[src/rtl/core_periph_bridge.sv]
// core_periph_bridge: single-beat peripheral bus master behind the core hazard unit.
// Takes one EX-stage peripheral access, runs it on the bus and returns a one-cycle
// d_ready pulse (with load data) so the stall can be released.
// Optional feature macro: PERIPH_TIMEOUT_EN. When it is defined, a peripheral that never
// acknowledges becomes a bus-error completion after TIMEOUT_CYCLES request cycles.
// When it is undefined, REQ waits forever and d_err is tied low.
module core_periph_bridge #(
  parameter logic [63:0] PERIPHERAL_BASE = 64'h2000_0000,
  parameter int unsigned TIMEOUT_CYCLES  = 255
) (
  input  logic        clk,
  input  logic        rst_n,
  input  logic        d_valid,
  input  logic [63:0] addr,
  input  logic        EX_mem_read,
  input  logic        EX_mem_write,
  input  logic [63:0] wdata,
  input  logic [7:0]  wbe,
  output logic        d_ready,
  output logic [63:0] rdata,
  output logic        d_err,
  output logic        p_req,
  output logic        p_we,
  output logic [31:0] p_addr,
  output logic [63:0] p_wdata,
  output logic [7:0]  p_be,
  input  logic        p_ack,
  input  logic [63:0] p_rdata
);

  typedef enum logic [1:0] {
    IDLE = 2'd0,
    REQ  = 2'd1,
    DONE = 2'd2
  } state_t;

  state_t      state_reg;
  logic        p_req_reg;
  logic        p_we_reg;
  logic [31:0] p_addr_reg;
  logic [63:0] p_wdata_reg;
  logic [7:0]  p_be_reg;
  logic        d_ready_reg;
  logic [63:0] rdata_reg;

  // Bus offset relative to the peripheral window; only the low 32 bits reach the bus.
  logic [63:0] offset_next;
  logic        is_read_only;
  logic [7:0]  be_next;

  assign offset_next  = addr - PERIPHERAL_BASE;
  // A write wins when both access flags are set.
  assign is_read_only = EX_mem_read & ~EX_mem_write;

  // Per-byte lane enable: reads fetch all lanes, writes use the store byte enables.
  genvar gi;
  generate
    for (gi = 0; gi < 8; gi++) begin : g_be_lane
      assign be_next[gi] = is_read_only | (EX_mem_write & wbe[gi]);
    end
  endgenerate

`ifdef PERIPH_TIMEOUT_EN
  // Value the counter holds during the last permitted REQ cycle.
  localparam logic [15:0] TMO_LAST = 16'(TIMEOUT_CYCLES - 1);
  logic [15:0] tmo_cnt_reg;
  logic        d_err_reg;
  logic        unused_bits;
  assign unused_bits = ^offset_next[63:32];
`else
  logic        unused_bits;
  assign unused_bits = ^{offset_next[63:32], TIMEOUT_CYCLES};
`endif

  // Transaction FSM with all bus and completion outputs registered.
  always_ff @(posedge clk) begin
    if (!rst_n) begin
      state_reg   <= IDLE;
      p_req_reg   <= 1'b0;
      p_we_reg    <= 1'b0;
      p_addr_reg  <= 32'd0;
      p_wdata_reg <= 64'd0;
      p_be_reg    <= 8'd0;
      d_ready_reg <= 1'b0;
      rdata_reg   <= 64'd0;
`ifdef PERIPH_TIMEOUT_EN
      tmo_cnt_reg <= 16'd0;
      d_err_reg   <= 1'b0;
`endif
    end else begin
      case (state_reg)
        IDLE: begin
          d_ready_reg <= 1'b0;
          if (d_valid) begin
            state_reg   <= REQ;
            p_req_reg   <= 1'b1;
            p_we_reg    <= EX_mem_write;
            p_addr_reg  <= offset_next[31:0];
            p_wdata_reg <= wdata;
            p_be_reg    <= be_next;
`ifdef PERIPH_TIMEOUT_EN
            tmo_cnt_reg <= 16'd0;
`endif
          end
        end
        REQ: begin
          // Bus fields stay frozen here; d_valid is deliberately not looked at.
          if (p_ack) begin
            state_reg   <= DONE;
            p_req_reg   <= 1'b0;
            d_ready_reg <= 1'b1;
            rdata_reg   <= p_we_reg ? 64'd0 : p_rdata;
`ifdef PERIPH_TIMEOUT_EN
            d_err_reg   <= 1'b0;
          end else if (tmo_cnt_reg == TMO_LAST) begin
            state_reg   <= DONE;
            p_req_reg   <= 1'b0;
            d_ready_reg <= 1'b1;
            rdata_reg   <= {64{1'b1}};
            d_err_reg   <= 1'b1;
          end else begin
            tmo_cnt_reg <= tmo_cnt_reg + 16'd1;
`endif
          end
        end
        DONE: begin
          // d_valid is still high for the same instruction here, so it is not sampled.
          state_reg   <= IDLE;
          d_ready_reg <= 1'b0;
`ifdef PERIPH_TIMEOUT_EN
          d_err_reg   <= 1'b0;
`endif
        end
        default: begin
          state_reg <= IDLE;
        end
      endcase
    end
  end

  assign p_req   = p_req_reg;
  assign p_we    = p_we_reg;
  assign p_addr  = p_addr_reg;
  assign p_wdata = p_wdata_reg;
  assign p_be    = p_be_reg;
  assign d_ready = d_ready_reg;
  assign rdata   = rdata_reg;
`ifdef PERIPH_TIMEOUT_EN
  assign d_err   = d_err_reg;
`else
  assign d_err   = 1'b0;
`endif

endmodule

[config.mk]
export PLATFORM = sky130hd
export DESIGN_NAME = core_periph_bridge
export DESIGN_NICKNAME = d
export VERILOG_FILES = /design/src/rtl/core_periph_bridge.sv
export SDC_FILE = /design/constraint.sdc
export NUM_CORES = 1
export LEC_CHECK = 0
export ABC_CLOCK_PERIOD_IN_PS = 2200
export CAP_MARGIN = 20
export CORE_AREA = 4 4 146 148
export CTS_CLUSTER_DIAMETER = 50
export DETAILED_ROUTE_END_ITERATION = 8
export DIE_AREA = 0 0 150 152
export GPL_TIMING_DRIVEN = 0
export PLACE_DENSITY = 0.78
export SETUP_SLACK_MARGIN = 0.05
export SLEW_MARGIN = 0
export SYNTH_ARGS = -nofsm -noshare
export SYNTH_HDL_FRONTEND = slang
export SYNTH_SLANG_ARGS = --single-unit
[constraint.sdc]
create_clock -name clk -period 2.2 [get_ports clk]
set_input_delay 0.66 -clock clk [delete_from_list [all_inputs] [get_ports clk]]
set_output_delay 0.66 -clock clk [all_outputs]
set_load 0.005 [all_outputs]
Word level (Yosys, flattened, before mapping)
Cells that the tools add are included.
{"block": "word_totals", "ff_bits": 173, "output_inout_bits": 172, "word_cells": 49}
{"block": "op_classes", "n_addsub": 1, "eq_ne": 4, "mux": 9, "n_bitwise": 18, "n_reduce_logical": 9}
{"op": "64-bit 2-to-1 mux", "n": 1}
{"op": "32-bit by 30-bit subtractor with 32-bit output (second input constant)", "n": 1}
{"op": "1-bit bitwise AND", "n": 9}
{"op": "1-bit bitwise OR", "n": 8}
{"op": "2-bit AND reduction", "n": 4}
{"op": "2-bit 2-to-1 mux", "n": 2}
{"op": "2-bit != test (second input constant)", "n": 2}
{"op": "1-bit one-hot mux with 2 select lines", "n": 2}
{"op": "2-bit one-hot mux with 2 select lines", "n": 1}
{"op": "2-bit nonzero test", "n": 2}
{"op": "1-bit 2-to-1 mux", "n": 3}
{"op": "3-bit AND reduction", "n": 1}
{"op": "2-bit by 1-bit equality test with 1-bit output (second input constant)", "n": 1}
{"op": "2-bit equality test (second input constant)", "n": 1}
{"op": "2-bit zero test", "n": 1}
{"op": "2-bit OR reduction", "n": 1}
{"op": "1-bit inverter", "n": 1}

Longest topological paths before layout
{"block": "depth", "depth_word": 4, "depth_mapped": 6, "ltp_nobuf": 4}

Least setup slack after synthesis
No wires, ideal clock.
{"block": "synth_path", "path_kind": "input to register", "start": "input port d_valid", "end": "register p_addr_reg[22] (netlist: p_addr[22])", "t_arrival_ps": 1529, "required_ps": 2068, "slack_ps": 539, "stages": 6, "path_cell_list": "or3b_1 -> clkbuf_1 -> buf_2 -> buf_2 -> nand2_1 -> a21oi_1"}
{"block": "synth_between", "elab_chain_cells": 1}
{"item": "from (decl)", "line": "13", "text": "input logic d_valid,"}
{"item": "2-bit AND reduction (no source line)"}
{"item": "to (signal assigned)", "line": "98", "text": "p_addr_reg <= offset_next[31:0];"}
{"item": "to (decl)", "line": "40", "text": "logic [31:0] p_addr_reg;"}
No other way between the ends.
A chain may end at the register's enable or synchronous reset.

Worst setup path after layout
{"block": "layout_path", "start": "input port d_valid", "end": "register p_wdata_reg[33] (netlist: p_wdata[33])"}
{"block": "layout_between", "elab_chain_cells": 1}
{"item": "2-bit AND reduction (no source line)"}
{"item": "to (signal assigned)", "line": "99", "text": "p_wdata_reg <= wdata;"}
{"item": "to (decl)", "line": "41", "text": "logic [63:0] p_wdata_reg;"}
No other way between the ends.

==> results.json <==
{
  "outcome": "complete, no violations",
  "yosysTopAreaCell": "dfxtp_1",
  "ys_seq_elements": 173,
  "synth_edf_count": 0,
  "holdWs_ps": 449.8,
  "antenna_found_initial": 0,
  "finalCritPeriodShare_pct": 93.00,
  "area_growth_pct": 67.59,
  "synth_commonest_cells": "nand2_1, dfxtp_1, a21oi_1",
  "place_inst": 1373,
  "maxSlewHeadroom_pct": 49.44,
  "clkLatencyLatePin_ps": 420,
  "syn_avg_cell_area_sq_um": 8.370,
  "cts_buffers": 17,
  "routed_wl_um": 23530,
  "cts_buffer_depth": 2,
  "drc": 0,
  "final_cells": 1403,
  "period_minus_slack_ps": 2046,
  "syn_inst": 761,
  "io_pins": 378,
  "yosys_warnings": 0,
  "rows": 52,
  "endpoint": "p_wdata[33]",
  "critPathMaxFanout": 10,
  "nets": 1329,
  "layout.core_utilization_pct": 53.27,
  "min_path_type": "register to register",
  "rsz0062_at_grt": "false",
  "startpoint": "d_valid",
  "num_vias": 6487,
  "grt_max_degree": 17,
  "initial_core_util_pct": 31.79,
  "layout_setup_ws_ps": 154.0,
  "synth_area_leaders": "dfxtp_1, nand2_1, a21oi_1",
  "yosysUniqueCellTypes": 20,
  "grt_pass1_wl_um": 35980,
  "die_height_um": 152,
  "tightest_slew_ps": 758.5,
  "r2r-end": "p_wdata[33]",
  "first_global_vias": 6473,
  "place_congestion": 0.8376,
  "slew_violations": 0,
  "dp_hpwl_um": 18070,
  "max_freq_mhz": 488.8,
  "clock_skew_ps": 6.101,
  "p_total_mw": 7.501,
  "yosysTopAreaCellShare_pct": 54.37,
  "rrSetupSlack_ps": 540,
  "drt_iter0_markers": 225,
  "place_ws_ps": -396.8,
  "placed_cell_area_sq_mm": 0.01013,
  "start_kind": "input pin",
  "setup_viol": 0,
  "die-area_sq_mm": 0.02280,
  "power.leakage_nw": 3.850,
  "vias_per_cell": 4.624,
  "drive_gt1_share_pct": 5.384,
  "syn_nets": 968,
  "stdcell_area_sq_mm": 0.01068,
  "fillers": 1930,
  "setup-tns-final_ps": 0,
  "clkSinkCount": 173,
  "netlist_area_sq_mm": 0.006370,
  "portBuffers": 342,
  "reg2reg_depth": 6,
  "drtPass1Iterations": 4,
  "ys_seq_area_share_pct": 54.37,
  "ant_nets": 0,
  "cap_violations": 0,
  "crit_type": "input pin to register",
  "wl_per_cell_um": 16.77,
  "synthArstFlopShare_pct": 0,
  "track_usage_pct": 20.01,
  "cts.reportedPaths.clkPinSlew_ps": 70,
  "dieWidth_um": 150,
  "hold_viol": 0,
  "ctsHoldBuffers": 0,
  "critPathCaptureType": "register",
  "worstPathArrival_ps": 2390,
  "core_region_area_sq_mm": 0.02004,
  "diodes": 0,
  "p_per_area_mw_per_mm2": 702.7,
  "ir_drop_v": 0.0005416,
  "cts_root_buf": "clkbuf_16",
  "timing.rr.start": "state_reg[0]",
  "tritoncts": "done",
  "yosysMostFrequentCell": "nand2_1",
  "grt_overflow": 0,
  "cp_data_required_time_ps": 2540,
  "ys.flop_type": "dfxtp_1",
  "htree_levels": 4
}
==> what timing repair did <==
action / CTS / global route
endpoints found under the setup margin: 1 / 0
resized for setup: 1 / 0
buffers inserted: 0 / 0
==> area by class of cell <==
class / count / area, sq um / share of cell area, %
clock buffers: 18 / 429.2 / 4.020
flip-flops and latches: 173 / 3463 / 32.44
inverters: 4 / 15.01 / 0.1406
plain buffers: 67 / 302.8 / 2.836
well taps: 270 / 337.8 / 3.165
repair buffers: 342 / 3423 / 32.07
multi-input cells: 517 / 2590 / 24.26
clock inverters: 12 / 113.9 / 1.067
==> worst max-delay path, cell delays in order <==
cell	delay, ps
clkdlybuf4s50_1	510
nor3b_1	180
buf_2	300
buf_2	280
buf_2	260
nand2_1	80
a21oi_1	130
==> how the worst min path moves through the flow <==
stage / from / end / slack [ps] / cells past startpoint
after floorplan: state_reg[1] / state_reg[0] / 430 / 1
after global placement: rdata[13] / rdata[13] / 440 / 2
after detailed placement: rdata[55] / rdata[55] / 440 / 2
after CTS: rdata[32] / rdata[32] / 450 / 2
after global routing: rdata[32] / rdata[32] / 460 / 2
final: rdata[41] / rdata[41] / 450 / 2
==> logic make-up (layout without fill, tap and decap cells) <==
| kind of cell | Yosys count | count (layout) | share of synthesized area [%] |
|---|---|---|---|
| buf+inv | 71 | 443 | 4.969 |
| simple gates | 334 | 334 | 24.99 |
| other cells | 1 | 1 | 0.05887 |
| flops | 173 | 173 | 54.37 |
| xor+xnor | 1 | 1 | 0.1375 |
| fa+ha+maj | 1 | 1 | 0.1964 |
| mux | 9 | 9 | 1.414 |
| compound gates | 171 | 171 | 13.87 |
==> layout by cell type (no fill, tap or decap), types with 2 or more instances in the layout <==
cell and instances:
clkdlybuf4s50_1 342, nand2_1 253, dfxtp_1 173, a21oi_1 160, or3b_1 58, clkbuf_1 42, buf_2 19, clkbuf_16 17
nor2_1 13, a211oi_1 11, mux2i_1 9, or3b_2 7, inv_1 4, inv_6 4, clkinvlp_4 4, buf_6 3
buf_1 2, clkinv_2 2
==> power breakdown <==
| part | internal (mW) | total [mW] | switching [mW] | leakage, nW |
|---|---|---|---|---|
| Combinational | 0.711 | 1.21 | 0.501 | 2.18 |
| Sequential | 3.30 | 3.39 | 0.0874 | 1.42 |
| Clock | 1.56 | 2.90 | 1.34 | 0.255 |
==> metal layers <==
layer  vias to the layer above  part of all wire, %  routed length, um  GRT usage, %
li1                       3244                    -                  -             -
met1                      2966                   40               9474         23.53
met2                       229                   49              11430         33.91
met3                        48                  8.1               1897         6.256
met4                         0                  3.1                724         7.669
met5                         -                    0                  0             0
No activity file was read; power rests on OpenSTA's default activity.
